===== src/rtl/prog_loader.sv =====
// prog_loader: bit-serial program loader writing a 2^N x 8 program RAM; holds the core until the load completes.
// Optional: define PROG_LOADER_CHECKSUM_EN to require a trailing XOR checksum byte. Revision 1.0.
`default_nettype none

module prog_loader #(
  parameter int N = 2
) (
  input  logic         clk,
  input  logic         rst_n,
  input  logic         i_load_req,
  input  logic         i_bit_in,
  input  logic         i_bit_valid,
  input  logic [N-1:0] i_rd_addr,
  output logic [7:0]   o_rd_data,
  output logic         o_core_en,
  output logic         o_busy,
  output logic         o_err
);

  localparam int WORD  = 8;
  localparam int DEPTH = 1 << N;

  typedef enum logic [2:0] {
    S_IDLE = 3'd0,
    S_LOAD = 3'd1,
    S_RUN  = 3'd2
`ifdef PROG_LOADER_CHECKSUM_EN
    ,
    S_CHK  = 3'd3,
    S_ERR  = 3'd4
`endif
  } state_t;

  state_t            r_state;
  logic [WORD-1:0]   r_mem [DEPTH];
  logic [WORD-2:0]   r_shift;
  logic [2:0]        r_cnt;
  logic [N-1:0]      r_wr_addr;
  logic              r_core_en;
  logic              r_busy;
  logic [WORD-1:0]   w_byte;
  logic              w_byte_done;
  logic              w_last_addr;

  assign w_byte      = {r_shift, i_bit_in};
  assign w_byte_done = i_bit_valid && (r_cnt == 3'd7);
  assign w_last_addr = (r_wr_addr == {N{1'b1}});
  assign o_rd_data   = r_mem[i_rd_addr];
  assign o_core_en   = r_core_en;
  assign o_busy      = r_busy;

`ifdef PROG_LOADER_CHECKSUM_EN
  logic [WORD-1:0] r_csum;
  logic            r_err;
  assign o_err = r_err;
`else
  assign o_err = 1'b0;
`endif

  always_ff @(posedge clk or negedge rst_n) begin
    if (!rst_n) begin
      r_state   <= S_IDLE;
      r_shift   <= '0;
      r_cnt     <= '0;
      r_wr_addr <= '0;
      r_core_en <= 1'b0;
      r_busy    <= 1'b0;
      for (int i = 0; i < DEPTH; i++) r_mem[i] <= '0;
`ifdef PROG_LOADER_CHECKSUM_EN
      r_csum    <= '0;
      r_err     <= 1'b0;
`endif
    end else if (i_load_req) begin
      // A restart wins over any bit arriving in the same cycle.
      r_state   <= S_LOAD;
      r_cnt     <= '0;
      r_wr_addr <= '0;
      r_core_en <= 1'b0;
      r_busy    <= 1'b1;
`ifdef PROG_LOADER_CHECKSUM_EN
      r_csum    <= '0;
      r_err     <= 1'b0;
`endif
    end else begin
      case (r_state)
        S_LOAD: begin
          if (i_bit_valid) begin
            r_shift <= w_byte[WORD-2:0];
            r_cnt   <= r_cnt + 3'd1;
          end
          if (w_byte_done) begin
            r_mem[r_wr_addr] <= w_byte;
            r_wr_addr        <= r_wr_addr + 1'b1;
`ifdef PROG_LOADER_CHECKSUM_EN
            r_csum <= r_csum ^ w_byte;
            if (w_last_addr) r_state <= S_CHK;
`else
            if (w_last_addr) begin
              r_state   <= S_RUN;
              r_core_en <= 1'b1;
              r_busy    <= 1'b0;
            end
`endif
          end
        end
`ifdef PROG_LOADER_CHECKSUM_EN
        S_CHK: begin
          if (i_bit_valid) begin
            r_shift <= w_byte[WORD-2:0];
            r_cnt   <= r_cnt + 3'd1;
          end
          if (w_byte_done) begin
            r_busy <= 1'b0;
            if (w_byte == r_csum) begin
              r_state   <= S_RUN;
              r_core_en <= 1'b1;
            end else begin
              r_state <= S_ERR;
              r_err   <= 1'b1;
            end
          end
        end
`endif
        default: ;
      endcase
    end
  end

endmodule

`default_nettype wire


===== config.mk =====
export PLATFORM = sky130hd
export DESIGN_NAME = prog_loader
export DESIGN_NICKNAME = d
export VERILOG_FILES = /design/src/rtl/prog_loader.sv
export SDC_FILE = /design/constraint.sdc
export NUM_CORES = 1
export LEC_CHECK = 0
export ABC_AREA = 1
export CORE_AREA = 2 2 80 82
export CTS_CLUSTER_DIAMETER = 30
export DETAILED_ROUTE_END_ITERATION = 12
export DIE_AREA = 0 0 82 84
export PLACE_DENSITY = 0.57
export SETUP_SLACK_MARGIN = 0.15
export SYNTH_ARGS = -nofsm -noshare
export SYNTH_HDL_FRONTEND = slang
export SYNTH_SLANG_ARGS = --single-unit

===== constraint.sdc =====
create_clock -name clk -period 2.8 [get_ports clk]
set_input_delay 0.28 -clock clk [delete_from_list [all_inputs] [get_ports clk]]
set_output_delay 0.28 -clock clk [all_outputs]
set_load 0.02 [all_outputs]

==> qor_table.md <==
| Step | Item | This run |
| --- | --- | --- |
| synthesis | Area share of and/or/nand/nor cells after synthesis | 32.18% |
| cts | Register clock-pin slew on the reported worst setup and hold paths | 0.08 ns |
| timing | Fmax | 436.7 MHz |
| final layout | Util after Layout | 42.06% |
| floorplanning | Total I/O pin count | 18 |
| place | Place WS | 0.5249 ns |
| final layout | Area of all placed cells without fillers | 2564 um^2 |
| floorplanning | Starting density of the core | 37.95% |
| timing | Post-route minimum period | 2.290 ns |
| timing | Worst clock skew on the final layout | 0.003938 ns |
| synthesis | Cell accounting for the most synthesized area | sky130_fd_sc_hd__dfrtp_1 |
| cts | TritonCTS Buffers | 5 |
| timing | Final hold viol count | 0 |
| grt | Initial antenna violation count | 0 |
| synthesis | Area share of xor/xnor cells in the synthesized design | 0% |
| place | Global placement routability congestion | 0.7165 |
| critical path | Biggest fanout along the worst timing path | 16 |
| cts | Bufs on Longest Clock Path | 2 |
| synthesis | Combinational family with the most area after synthesis | simple AND/OR/NAND/NOR gates |
| critical path | Start of the worst register-to-register path | r_cnt[0] |
| cts | Post-cts sizing count | 0 |
| synthesis | Area share of the leading cell type in the synthesized netlist | 49.76% |
| floorplanning | Area enclosed by the die boundary | 6888 um^2 |
| grt | Largest net degree at the start of global routing | 47 |
| timing | Min setup slack post-route | 0.5102 ns |
| timing | Final period utilization | 81.78% |
| final layout | Layout net count | 306 |
| synthesis | Synthesized Nets | 298 |
| critical path | Worst reg2reg path depth | 7 |
| synthesis | Fraction of synthesized area in multiplexers | 0% |
| floorplanning | CORE AREA | 6096 um^2 |
| timing | Setup TNS | 0 ns |
| timing | Unrepaired setup endpoints after global routing | no |
| synthesis | Post-Synthesis Cells | 285 |
| synthesis | Count of synthesis-stage warnings from yosys | 0 |
| synthesis | Netlist cell types | 17 |
| pwr | Leakage | 1.347 nW |
| floorplanning | Horiz. Die Dim | 82 um |
| detailed routing | Count of unresolved DRC violations after routing | 0 |
| pwr | Power density over cell area | 471.9 nW/um^2 |
| final layout | Post-Layout Cell Count | 370 |
| place | Post-detail-place hpwl | 3476 um |
| detailed routing | Via density per instance | 5.146 |
| pwr | Maximum vdd drop | 213.1 uV |
| worst hold path | Hold WC Path Type | input port to asynchronous set/reset pin |
| cts | Number of sinks handled by clock tree synthesis | 46 |
| place | Placed Area | 2487 um^2 |
| synthesis | Fraction of the mapped netlist area in compound gates | 6.274% |
| synthesis | Async set-reset flop share out of synthesis | 100.0% |
| critical path | R2r endpoint | r_mem[22] |
| synthesis | Netlist area before placement | 2313 um^2 |
| cts | Clock network latency to the later pin of the worst-skew pair | 0.29 ns |
| run | Reported max-cap violation count | 0 |
| critical path | Worst Path Arrival | 2.01 ns |
| critical path | WS Path Type | input port to output pin |
| final layout | Most common library cell in the layout ignoring fill and taps | sky130_fd_sc_hd__nand2_1 |
| timing | Relative slew slack | 29.39% |
| timing | Final setup fails | 0 |
| synthesis | Flop and latch count out of synthesis | 46 |
| final layout | Diodes inserted | 0 |
| cts | Post-CTS Hold Buffers | 0 |
| cts | Post-CTS setup repair buffer count | 0 |
| critical path | End of the critical path | o_rd_data[4] |
| critical path | Critical Path End Type | output pin |
| synthesis | Synth Area in Adders | 3.245% |
| critical path | Worst reg-to-reg setup slack | 0.94 ns |
| critical path | Kind of start point of the critical path | input port |
| final layout | Most frequent cells in the layout | sky130_fd_sc_hd__nand2_1 (110), sky130_fd_sc_hd__dfrtp_1 (46), sky130_fd_sc_hd__nand4_1 (34), sky130_fd_sc_hd__inv_1 (23), sky130_fd_sc_hd__nand3_1 (17) |
| grt | Tot GR Track Use | 17.57% |
| timing | Worst hold slack | 0.1772 ns |
| run status | Run status | finished, final reports clean |
| grt | Overflow left after global routing | 0 |
| synthesis | Top cells by area in the synthesized netlist | sky130_fd_sc_hd__dfrtp_1 (50%), sky130_fd_sc_hd__nand2_1 (18%), sky130_fd_sc_hd__nand4_1 (9.2%), sky130_fd_sc_hd__inv_1 (3.7%), sky130_fd_sc_hd__nand3_1 (3.7%) |
| detailed routing | Vias | 1904 |
| synthesis | Post-synth top flop | sky130_fd_sc_hd__dfrtp_1 |
| final layout | Share of cells above drive strength 1 | 4.096% |
| detailed routing | Remaining antenna violation count | 0 |
| critical path | Required arrival time at the worst endpoint | 2.52 ns |
| detailed routing | DR WL/cell | 14.19 um |
| synthesis | Post-synthesis area per instance | 8.117 um^2 |
| place | Total of buffers placed on input and output ports | 16 |
| critical path | CP startpoint | i_rd_addr[1] |
| cts | H-tree levels | 2 |
| grt | Number of global-route vias before repair | 1837 |
| place | Total placed cells including tap cells | 363 |
| detailed routing | Wirelength, routed | 5251 um |
| final layout | Area overhead of the layout relative to synthesis | 10.82% |
| floorplanning | Rows | 29 |
| cts | TritonCTS clock tree | built |
| floorplanning | Height of the die | 84 um |
| pwr | Overall power consumption | 1.210 mW |
| timing | Number of slew-limit violations in the final report | 0 |
| synthesis | Fraction of the yosys area taken by sequential cells | 49.76% |
| grt | First-pass GRT wire length | 9280 um |
| cts | Root buffer cell | sky130_fd_sc_hd__clkbuf_8 |
| timing | Actual transition at the worst max-transition pin | 1.059 ns |
| detailed routing | First-pass iteration count of the detailed router | 4 |
| synthesis | Number of enable flip-flop cells after synthesis | 0 |
| detailed routing | Violation count after the first detailed-routing iteration | 161 |
[power by group]
group          leakage (nW)  switching [mW]  internal (mW)
Sequential            0.630          0.0373          0.685
Combinational         0.678          0.0642         0.0407
Clock                0.0383           0.210          0.172
[critical path, stage by stage]
cell	delay (ns)
sky130_fd_sc_hd__clkdlybuf4s50_1	0.83
sky130_fd_sc_hd__o211ai_1	0.19
sky130_fd_sc_hd__nand2_1	0.10
sky130_fd_sc_hd__clkdlybuf4s50_1	0.59
[registers in the layout, summed over array words and instances, names as in the netlist]
name / count
r_cnt: 3
r_wr_addr: 2
r_mem: 32
r_shift: 7
r_state: 2
[layer usage]
metal | share of wire (%) | GRT usage, %
met2 | 46 | 26.98
met3 | 3.3 | 2.922
met4 | 1.4 | 5.455
met5 | 0 | 0
met1 | 49 | 25.19
[worst min-delay path by stage]
stage                          from            to  slack (ns)  cells after the start
after global placement    r_mem[30]     r_mem[30]        0.45                      2
final                         rst_n  r_wr_addr[1]        0.18                      1
after CTS                     rst_n    r_state[0]        0.21                      1
after global routing          rst_n  r_wr_addr[1]        0.25                      1
after detailed placement  r_mem[30]     r_mem[30]        0.45                      2
after floorplan               rst_n      r_cnt[0]       -0.02                      0
[cells in the mapped netlist, types with 2 or more instances]
master                     instances
sky130_fd_sc_hd__inv_1            23
sky130_fd_sc_hd__dfrtp_1          46
sky130_fd_sc_hd__o211ai_1          8
sky130_fd_sc_hd__nand4_1          34
sky130_fd_sc_hd__nor2_4            2
sky130_fd_sc_hd__a21oi_1           9
sky130_fd_sc_hd__nand2_1         110
sky130_fd_sc_hd__buf_4             2
sky130_fd_sc_hd__o21ai_0           8
sky130_fd_sc_hd__buf_6             3
sky130_fd_sc_hd__ha_1              6
sky130_fd_sc_hd__nand3_1          17
sky130_fd_sc_hd__clkbuf_1          9
sky130_fd_sc_hd__buf_2             5
[final cells by class]
| cell class | count | area, um^2 |
|---|---|---|
| Fill cell | 646 | 3532 |
| Inverter | 23 | 86.33 |
| Sequential cell | 46 | 1151 |
| Clock buffer | 7 | 76.32 |
| Tap cell | 77 | 96.34 |
| Multi-Input combinational cell | 197 | 968.4 |
| Timing Repair Buffer | 20 | 185.2 |
[logic make-up (layout without fill, tap and decap cells)]
logic type,Yosys count,after routing
simple gates,165,165
flops,46,46
buf+inv,42,50
compound gates,25,25
fa+ha+maj,6,6
other cells,1,1
(Power assumes the default switching activity.)
